===== config.mk =====
export PLATFORM = sky130hd
export DESIGN_NAME = bcd_conv_sched
export DESIGN_NICKNAME = d
export VERILOG_FILES = /design/src/rtl/clock_defs_pkg.sv /design/src/rtl/bin2dec2.sv /design/src/rtl/rr_arb.sv /design/src/rtl/bcd_conv_sched.sv
export SDC_FILE = /design/constraint.sdc
export NUM_CORES = 1
export LEC_CHECK = 0
export ABC_CLOCK_PERIOD_IN_PS = 2790
export BUFFER_PORTS_ARGS = -buffer_cell sky130_fd_sc_hd__buf_2
export CAP_MARGIN = 40
export CORE_MARGIN = 2
export CORE_UTILIZATION = 40
export CTS_BUF_LIST = sky130_fd_sc_hd__clkbuf_16
export DETAILED_ROUTE_END_ITERATION = 6
export PLACE_DENSITY = 0.74
export SYNTH_ARGS = -nofsm -noshare
export SYNTH_HDL_FRONTEND = slang
export SYNTH_SLANG_ARGS = --single-unit

===== constraint.sdc =====
create_clock -name clk -period 2.79 [get_ports clk]
set_clock_uncertainty 0.05 [all_clocks]
set_input_delay 0.279 -clock clk [delete_from_list [all_inputs] [get_ports clk]]
set_output_delay 0.279 -clock clk [all_outputs]
set_load 0.02 [all_outputs]

===== src/rtl/clock_defs_pkg.sv =====
// clock_defs_pkg: shared encodings and constants for the clock display datapath
package clock_defs_pkg;
    localparam logic [0:0] S_IDLE = 1'b0;
    localparam logic [0:0] S_CONV = 1'b1;
    localparam int BCD_W = 4;
    localparam int BCD_MAX_VAL = 99;
    localparam logic [BCD_W-1:0] SAT_DIGIT = 4'd9;
endpackage


===== src/rtl/bin2dec2.sv =====
// bin2dec2: combinational binary to two-digit BCD converter
// ports: bin (W-bit operand) -> tens, ones (4-bit digits, valid for bin <= 99)
module bin2dec2
    import clock_defs_pkg::*;
#(
    parameter int W = 7
) (
    input  logic [W-1:0]     bin,
    output logic [BCD_W-1:0] tens,
    output logic [BCD_W-1:0] ones
);
    assign tens = BCD_W'(bin / W'(10));
    assign ones = BCD_W'(bin % W'(10));
endmodule


===== src/rtl/rr_arb.sv =====
// rr_arb: combinational round-robin picker, first pending bit at or after ptr
// ports: pending, ptr -> gnt (one-hot), idx (grant index), valid (any pending)
module rr_arb #(
    parameter int N_CH = 4,
    parameter int IW = (N_CH > 1) ? $clog2(N_CH) : 1
) (
    input  logic [N_CH-1:0] pending,
    input  logic [IW-1:0]   ptr,
    output logic [N_CH-1:0] gnt,
    output logic [IW-1:0]   idx,
    output logic            valid
);
    always_comb begin
        logic [IW-1:0] c;
        gnt = '0;
        idx = '0;
        valid = 1'b0;
        c = '0;
        for (int k = 0; k < N_CH; k++) begin
            c = IW'((int'(ptr) + k) % N_CH);
            if (!valid && pending[c]) begin
                valid = 1'b1;
                idx = c;
                gnt[c] = 1'b1;
            end
        end
    end
endmodule


===== src/rtl/bcd_conv_sched.sv =====
// bcd_conv_sched: round-robin time-sharing of one binary-to-BCD converter
// ports: en (grant enable), req/bin_flat (per-channel requests and operands)
//        -> ack (one-cycle done pulse), bcd_flat (tens:ones per channel),
//           ovf (last operand > 99), busy (conversion in flight or pending)
module bcd_conv_sched
    import clock_defs_pkg::*;
#(
    parameter int N_CH = 4,
    parameter int W = 7
) (
    input  logic              clk,
    input  logic              rst_n,
    input  logic              en,
    input  logic [N_CH-1:0]   req,
    input  logic [N_CH*W-1:0] bin_flat,
    output logic [N_CH-1:0]   ack,
    output logic [N_CH*8-1:0] bcd_flat,
    output logic [N_CH-1:0]   ovf,
    output logic              busy
);
    localparam int IW = $clog2(N_CH);
    logic [0:0]      state, next_state;
    logic [N_CH-1:0] pending, next_pending, gnt;
    logic [IW-1:0]   rr_ptr, gnt_idx, g_idx;
    logic [W-1:0]    operand;
    logic [W-1:0]    bin_arr [N_CH];
    logic            valid, grant, sat;
    logic [BCD_W-1:0] tens, ones;
    rr_arb #(.N_CH(N_CH), .IW(IW)) u_arb (
        .pending(pending),
        .ptr    (rr_ptr),
        .gnt    (gnt),
        .idx    (g_idx),
        .valid  (valid)
    );
    bin2dec2 #(.W(W)) u_conv (
        .bin (operand),
        .tens(tens),
        .ones(ones)
    );
    always_comb begin
        for (int i = 0; i < N_CH; i++)
            bin_arr[i] = bin_flat[i*W +: W];
        grant = (state == S_IDLE) && en && valid;
        next_state = grant ? S_CONV : S_IDLE;
        // a request on the granting edge survives the clear and earns a second conversion
        next_pending = (pending & ~(grant ? gnt : '0)) | req;
        sat = operand > W'(BCD_MAX_VAL);
    end
    always_ff @(posedge clk or negedge rst_n) begin
        if (!rst_n) begin
            state <= S_IDLE;
            pending <= '0;
            rr_ptr <= '0;
            gnt_idx <= '0;
            operand <= '0;
            ack <= '0;
            bcd_flat <= '0;
            ovf <= '0;
            busy <= 1'b0;
        end else begin
            state <= next_state;
            pending <= next_pending;
            busy <= (next_state == S_CONV) | (|next_pending);
            ack <= '0;
            if (grant) begin
                operand <= bin_arr[g_idx];
                gnt_idx <= g_idx;
                rr_ptr <= IW'((int'(g_idx) + 1) % N_CH);
            end
            if (state == S_CONV) begin
                for (int i = 0; i < N_CH; i++) begin
                    if (gnt_idx == IW'(i)) begin
                        bcd_flat[i*8 +: 8] <= sat ? {SAT_DIGIT, SAT_DIGIT} : {tens, ones};
                        ovf[i] <= sat;
                        ack[i] <= 1'b1;
                    end
                end
            end
        end
    end
endmodule


==> results of run 1 <==
==> metrics by stage <==
stage,utilization (%),setup WS (ps),TNS (ps),std cells,total power [W]
global placement,48.6,-29.5,-82.4,507,0.00409
global route,54.1,-32.9,-74.4,525,0.00601
finish,54.1,111,0,525,0.00564
CTS,53.3,-11.2,-11.2,524,0.00550
floorplan,-,44.7,0,328,0.00331
detailed placement,48.8,-52.1,-225,508,0.00420
==> worst max-delay path: stages, from the launching register on <==
cell and delay [ps]:
sky130_fd_sc_hd__dfrtp_2 450, sky130_fd_sc_hd__nor3b_2 230, sky130_fd_sc_hd__a21o_1 100, sky130_fd_sc_hd__a21oi_1 80, sky130_fd_sc_hd__o221a_4 270, sky130_fd_sc_hd__ha_4 190, sky130_fd_sc_hd__a31oi_1 180, sky130_fd_sc_hd__o311ai_1 100
sky130_fd_sc_hd__a221oi_1 360, sky130_fd_sc_hd__buf_4 220, sky130_fd_sc_hd__nand2_2 80, sky130_fd_sc_hd__a32o_1 260
==> cells in the mapped netlist, types with 5 or more instances <==
cell / count
sky130_fd_sc_hd__ha_1: 8
sky130_fd_sc_hd__nor3b_1: 5
sky130_fd_sc_hd__mux2i_1: 17
sky130_fd_sc_hd__a21oi_1: 7
sky130_fd_sc_hd__o221ai_1: 8
sky130_fd_sc_hd__a22oi_1: 6
sky130_fd_sc_hd__nor2_1: 25
sky130_fd_sc_hd__o21ai_0: 35
sky130_fd_sc_hd__inv_1: 12
sky130_fd_sc_hd__nor2b_1: 6
sky130_fd_sc_hd__buf_2: 9
sky130_fd_sc_hd__nand2_1: 50
sky130_fd_sc_hd__dfrtp_1: 57
sky130_fd_sc_hd__clkbuf_1: 8
==> kinds of logic after synthesis <==
family | after synthesis | synth area share [%]
buf+inv | 35 | 5.22
mux | 23 | 9.05
compound gates | 89 | 19.3
xor+xnor | 4 | 1.11
simple gates | 110 | 16.4
flops | 57 | 45.1
fa+ha+maj | 10 | 3.80
==> sequential cells by signal, indices dropped and copies added, names as in the netlist <==
| name | cells |
|---|---|
| gnt_idx | 2 |
| ovf | 4 |
| bcd_flat | 32 |
| rr_ptr | 2 |
| state | 1 |
| operand | 7 |
| pending | 4 |
| busy | 1 |
| ack | 4 |
==> cells in the final DEF, fill, tap and decap left out, types with 4 or more instances in the layout <==
| master | netlist | routed |
|---|---|---|
| sky130_fd_sc_hd__buf_2 | 9 | 75 |
| sky130_fd_sc_hd__dfrtp_1 | 57 | 55 |
| sky130_fd_sc_hd__nand2_1 | 50 | 49 |
| sky130_fd_sc_hd__o21ai_0 | 35 | 35 |
| sky130_fd_sc_hd__buf_4 | 1 | 25 |
| sky130_fd_sc_hd__nor2_1 | 25 | 24 |
| sky130_fd_sc_hd__mux2i_1 | 17 | 17 |
| sky130_fd_sc_hd__inv_1 | 12 | 13 |
| sky130_fd_sc_hd__clkbuf_16 | 0 | 9 |
| sky130_fd_sc_hd__o221ai_1 | 8 | 8 |
| sky130_fd_sc_hd__ha_1 | 8 | 7 |
| sky130_fd_sc_hd__a21oi_1 | 7 | 6 |
| sky130_fd_sc_hd__a22oi_1 | 6 | 6 |
| sky130_fd_sc_hd__nor2b_1 | 6 | 5 |
| sky130_fd_sc_hd__mux4_2 | 4 | 4 |
| sky130_fd_sc_hd__nand3b_1 | 4 | 4 |
| sky130_fd_sc_hd__a211oi_1 | 4 | 4 |
| sky130_fd_sc_hd__a32o_1 | 4 | 4 |
| sky130_fd_sc_hd__o31ai_1 | 4 | 4 |
==> layout make-up <==
cell class	instances	area (µm²)
clock buffers	9	225
fillers	714	3530
clock inverters	7	110
multi-input cells	236	1640
flip-flops and latches	57	1430
inverters	13	48.8
repair buffers	101	578
well taps	102	128
==> routing by layer <==
| layer | vias to the layer above | wire (µm) | GRT usage [%] | part of all wire, % |
|---|---|---|---|---|
| met5 | - | 0 | 0 | 0 |
| met4 | 0 | 87 | 5.39 | 1.1 |
| met3 | 11 | 499 | 4.88 | 6.1 |
| met2 | 111 | 3610 | 29.8 | 44 |
| met1 | 1359 | 3930 | 27.1 | 48 |
| li1 | 1366 | - | - | - |
==> worst paths after layout <==
check                           slack (ps)                   start  depth (start not counted)                        to
worst max-delay path                   110  operand[5]$_DFFE_PN0P_                         11  bcd_flat[10]$_DFFE_PN0P_
worst min-delay path                    -6                   rst_n                          1          ack[0]$_DFF_PN0_
worst max register to register         110  operand[5]$_DFFE_PN0P_                         11  bcd_flat[10]$_DFFE_PN0P_
worst min register to register         420      ovf[0]$_DFFE_PN0P_                          2        ovf[0]$_DFFE_PN0P_
max in group asynchronous             1890                   rst_n                          2  bcd_flat[13]$_DFFE_PN0P_
min in group clk                       120                  req[3]                          3            busy$_DFF_PN0_
==> power by group through the flow <==
stage               Clock [W]  Combinational [W]  Sequential (W)
global route          0.00130            0.00328         0.00144
global placement            0            0.00272         0.00138
floorplan                   0            0.00168         0.00163
finish                0.00125            0.00299         0.00140
CTS                   0.00127            0.00285         0.00139
detailed placement          0            0.00280         0.00139
==> what timing repair did <==
| item | in CTS | in global routing |
|---|---|---|
| buffers inserted | 0 | 1 |
| resized for setup | 3 | 12 |
| cloned | 0 | 0 |
| pin swaps | 0 | 4 |
| setup endpoints to repair | 5 | 16 |
| endpoints found under the hold margin | 0 | 0 |
==> metrics.cfg, run 1 <==
[synthesis]
synth.ff_latch_count=57
ys_warn_count=0
synth_area_leaders=sky130_fd_sc_hd__dfrtp_1 45%, sky130_fd_sc_hd__nand2_1 5.9%, sky130_fd_sc_hd__o21ai_0 5.5%, sky130_fd_sc_hd__mux2i_1 5.4%, sky130_fd_sc_hd__ha_1 3.2%
postSynth.asyncResetShare_pct=100
post_synth_cell_types=54
synth-seq-area-share_pct=45.1
synth.net_count=371
post_synth_instance_area_um2=3160
post-synth-top-area-cell=sky130_fd_sc_hd__dfrtp_1
synthCells=328
synth-edff-count=0
dominantRegCellSynth=sky130_fd_sc_hd__dfrtp_1
syn_avg_cell_area_um2=9.65
synthDominantCellAreaShare_pct=45.1

[place]
port_buffers=75
placed_area_um2=3750
detailed_place_hpwl_mm=5.72
globalplace.congestion=0.947

[cts]
cts-htree-levels=3
cts_inserted_buffers=9
clkSlewWorstSetupHoldPaths_ps=50
tritoncts=yes
cts-hold-fix-buffers=0
clk_lat_worst_skew_ps=330
cts_sinks=57
cts_buffer_depth=2
root_buffer_selected_by_cts=sky130_fd_sc_hd__clkbuf_16

[global_routing]
number_of_antenna_violations_at_the_first_check_in_global_routing=0
gr-total-overflow=0
first_global_vias=2749
maximum_number_of_pins_on_one_net_before_global_route_repair=36
grt_util_all_layers_pct=19.4
global_route_wire_length_before_repair_mm=13.2

[drt]
drt_first_iter_violations=89
first_pass_drt_iterations=5
route.final.wire_length_mm=8.13
route.detailed.wl_per_inst_um=15.5
post_detailed_route_drc_marker_count=0
route.antenna.remaining_nets=0
vias=2847
vias_per_cell=5.42

[floorplan]
initial_core_util_pct=41.2
rows=32
io-pin-count=76
chipHeight_um=92.9
dieWidth_um=92.9
core_area_um2=7690
design.die.area_um2=8640

[pwr]
intPower_w=0.00328
p_switching_w=0.00236
power_per_unit_of_standard_cell_area_nw_per_um2=1360
power_frac_comb_pct=53.0
clock_power_share_pct=22.2
netSwitchingFraction_pct=41.8
leakagePower_nw=2.00
ir_drop_mv=0.689
share_seq_of_total_power_pct=24.8

[sta]
post-route-min-period_ps=2680
setup_violations=0
maximum_operating_frequency_ghz=0.373
timing.final.hold_violations=5
fin_hold_ws_ps=-5.70
headroom_to_the_max_slew_limit_pct=45.6
final.period_utilization_pct=96.0
timing.final.max_slew_violations=0
worst_slew_pin_tran_ps=816

[outcome]
status=finished with violations
violations=hold timing

[finish]
design.final.nets=461
antenna_cells_inserted=0
final_layout_size_suffix_gt1_share_pct=34.3
stdcell_area_um2=4160
area_growth_pct=31.3

[critical_path]
worst_setup_path_start_kind=flop
cp_data_required_time_ps=2960
timing.critical_path.fanout_max=6
crit_path_end_kind=flop
path_class=reg2reg
critical_path_arrival_ps=2840

[worst_hold_path]
hold_path_class=in2async

[job]
max_cap_viol_count=0

(Power assumes the default switching activity.)
==> inputs of run 2 (changes only) <==
--- a/config.mk
+++ b/config.mk
@@ -14,2 +14,3 @@
 export DETAILED_ROUTE_END_ITERATION = 6
+export MAX_ROUTING_LAYER = met4
 export PLACE_DENSITY = 0.74
==> constraint.sdc (replaced) <==
create_clock -name clk -period 2.79 [get_ports clk]
set_clock_uncertainty 0.05 [all_clocks]
set_input_delay 0.4185 -clock clk [delete_from_list [all_inputs] [get_ports clk]]
set_output_delay 0.4185 -clock clk [all_outputs]
set_load 0.02 [all_outputs]
==> metrics.cfg, run 2 (synthesis gave the netlist of run 1 again) <==
[outcome]
status=completed

[finish]
layout_common_cells=75 x sky130_fd_sc_hd__buf_2, 56 x sky130_fd_sc_hd__dfrtp_1, 49 x sky130_fd_sc_hd__nand2_1
final_core_util_pct=52.4  ; -1.7 points
number_of_flip_flops_under_the_largest_register_name=32  ; unchanged
fin_cells=516  ; -1.7%
final_common_cell=sky130_fd_sc_hd__buf_2
final_layout_size_suffix_gt1_share_pct=31.6  ; -2.6 points
largest_register=bcd_flat
design.final.nets=452  ; -2.0%
antenna_cells_inserted=0  ; unchanged
count_of_fill_cells_added_during_filler_insertion=704  ; -1.4%
layout_top_registers=bcd_flat x32, operand x7
area_growth_pct=27.2

[cts]
cts_buffer_depth=2  ; unchanged
cts-htree-levels=3  ; unchanged
cts_sinks=57  ; unchanged
clkSlewWorstSetupHoldPaths_ps=50  ; about the same
tritoncts=yes
cts_inserted_buffers=9  ; unchanged
root_buffer_selected_by_cts=sky130_fd_sc_hd__clkbuf_16
clk_lat_worst_skew_ps=330  ; about the same

[sta]
maximum_operating_frequency_ghz=0.374  ; +0.13%
worst_slew_pin_tran_ps=693  ; -123 ps
final.period_utilization_pct=95.9  ; -0.12 points
fin_ws_ps=115  ; +3.42 ps
timing.final.hold_violations=0  ; -5
headroom_to_the_max_slew_limit_pct=53.7  ; +8.0 points
post-route-min-period_ps=2680  ; -3.43 ps
timing.final.max_slew_violations=0  ; unchanged
setup_violations=0  ; unchanged
fin_setup_tns_ps=0  ; unchanged
fin_hold_ws_ps=264  ; +270 ps

[critical_path]
regToRegEndpoint=bcd_flat[10]$_DFFE_PN0P_
worst_r2r_path_depth=11  ; unchanged
path_class=reg2reg
cp_data_required_time_ps=2950  ; about the same
crit_path_end_kind=flop
path_cells=nor3b_2 -> a21o_1 -> a21oi_1 -> o221a_2 -> ha_2 -> a31oi_2 -> o311ai_1 -> a221oi_1 -> buf_4 -> nand2_2 -> a32o_1
timing.critical_path.fanout_max=5  ; -1
critical_path_arrival_ps=2830  ; about the same
worst_r2r_startpoint=operand[5]$_DFFE_PN0P_
reg2reg_slack_ps=110  ; about the same
worst_setup_path_start_kind=flop
worst_setup_path_startpoint=operand[5]$_DFFE_PN0P_
critical_path.max_stage_delay_ps=430  ; -20 ps
crit_slowest_cell=sky130_fd_sc_hd__dfrtp_1

[global_routing]
grt_util_all_layers_pct=18.8  ; -0.58 points
global_route_wire_length_before_repair_mm=12.3  ; -6.6%
first_global_vias=2526  ; -8.1%
gr-total-overflow=0  ; unchanged
number_of_antenna_violations_at_the_first_check_in_global_routing=0  ; unchanged
maximum_number_of_pins_on_one_net_before_global_route_repair=47  ; +31%

[floorplan]
io-pin-count=76  ; unchanged
chipHeight_um=92.9  ; unchanged
dieWidth_um=92.9  ; unchanged
design.die.area_um2=8640  ; unchanged
initial_core_util_pct=41.2  ; unchanged
core_area_um2=7690  ; unchanged
rows=32  ; unchanged

[pwr]
ir_drop_mv=0.491  ; -29%
power_per_unit_of_standard_cell_area_nw_per_um2=1320  ; -2.9%
leakagePower_nw=1.93  ; -3.2%

[drt]
route.antenna.remaining_nets=0  ; unchanged
first_pass_drt_iterations=4  ; -1
vias=2739  ; -3.8%
drt_first_iter_violations=143  ; +61%
route.detailed.wl_per_inst_um=14.8  ; -4.8%
vias_per_cell=5.31  ; -2.1%
post_detailed_route_drc_marker_count=0  ; unchanged
route.final.wire_length_mm=7.61  ; -6.4%

[place]
dp_worst_setup_slack_ps=29.4  ; +81.5 ps
detailed_place_hpwl_mm=5.40  ; -5.6%
post-place-cells=498  ; -2.0%
port_buffers=75  ; unchanged
globalplace.congestion=0.829  ; -12%

[worst_hold_path]
min_from=req[3]
timing.hold.worst_endpoint=pending[3]$_DFF_PN0_
hold_path_class=in2reg
min_path_cells=2

[job]
max_cap_viol_count=0  ; unchanged

run 2: metal layers:
metal	part of all wire (%)	wire length (µm)	track usage, %
met5	0	0	-
met4	1.5	114	8.09
met2	44	3380	27.1
met1	47	3590	25.3
met3	7.0	529	4.56
run 2: how the worst max path moves through the flow:
stage,to,cells after the start
4_1_cts,bcd_flat[17]$_DFFE_PN0P_,11
6_report,bcd_flat[10]$_DFFE_PN0P_,11
3_3_place_gp,bcd_flat[10]$_DFFE_PN0P_,11
5_1_grt,bcd_flat[17]$_DFFE_PN0P_,11
2_1_floorplan,operand[0]$_DFFE_PN0P_,11
3_5_place_dp,bcd_flat[17]$_DFFE_PN0P_,11
run 2: report_power, final:
part           switching (W)  internal, W  leakage [nW]  total (W)
Clock               0.000364     0.000770         0.150    0.00113
Combinational        0.00163      0.00113          1.07    0.00276
Sequential          0.000255      0.00116         0.715    0.00141
run 2: stage by stage:
stage	cell area, µm²	total power (W)
finish	4030	0.00531
global placement	3670	0.00401
global route	4030	0.00568
CTS	3990	0.00524
floorplan	3170	0.00331
detailed placement	3670	0.00407
run 2: final cells by class:
type                            count  area (µm²)  area share (%)
Inverter                           13        48.8            1.21
Tap cell                          102         128            3.17
Clock buffer                        9         225            5.59
Timing Repair Buffer               92         505            12.6
Sequential cell                    57        1430            35.5
Multi-Input combinational cell    236        1610            39.9
Clock inverter                      7        85.1            2.11
run 2: timing repair:
action | 4_1_cts | 5_1_grt
hold buffers | 1 | 0
buffers inserted | 0 | 1
pin swaps | 0 | 4
gates resized for setup | 1 | 8
hold endpoints to repair | 11 | 0
setup endpoints to repair | 4 | 15
run 2: critical path, delay by kind of cell (launching register included):
family / cells / cell delay (ps)
adders and majority gates: 1 / 210
AOI/OAI and AO/OA: 7 / 1290
and+or+nand+nor: 2 / 370
buffers and inverters: 1 / 200
DFF: 1 / 430
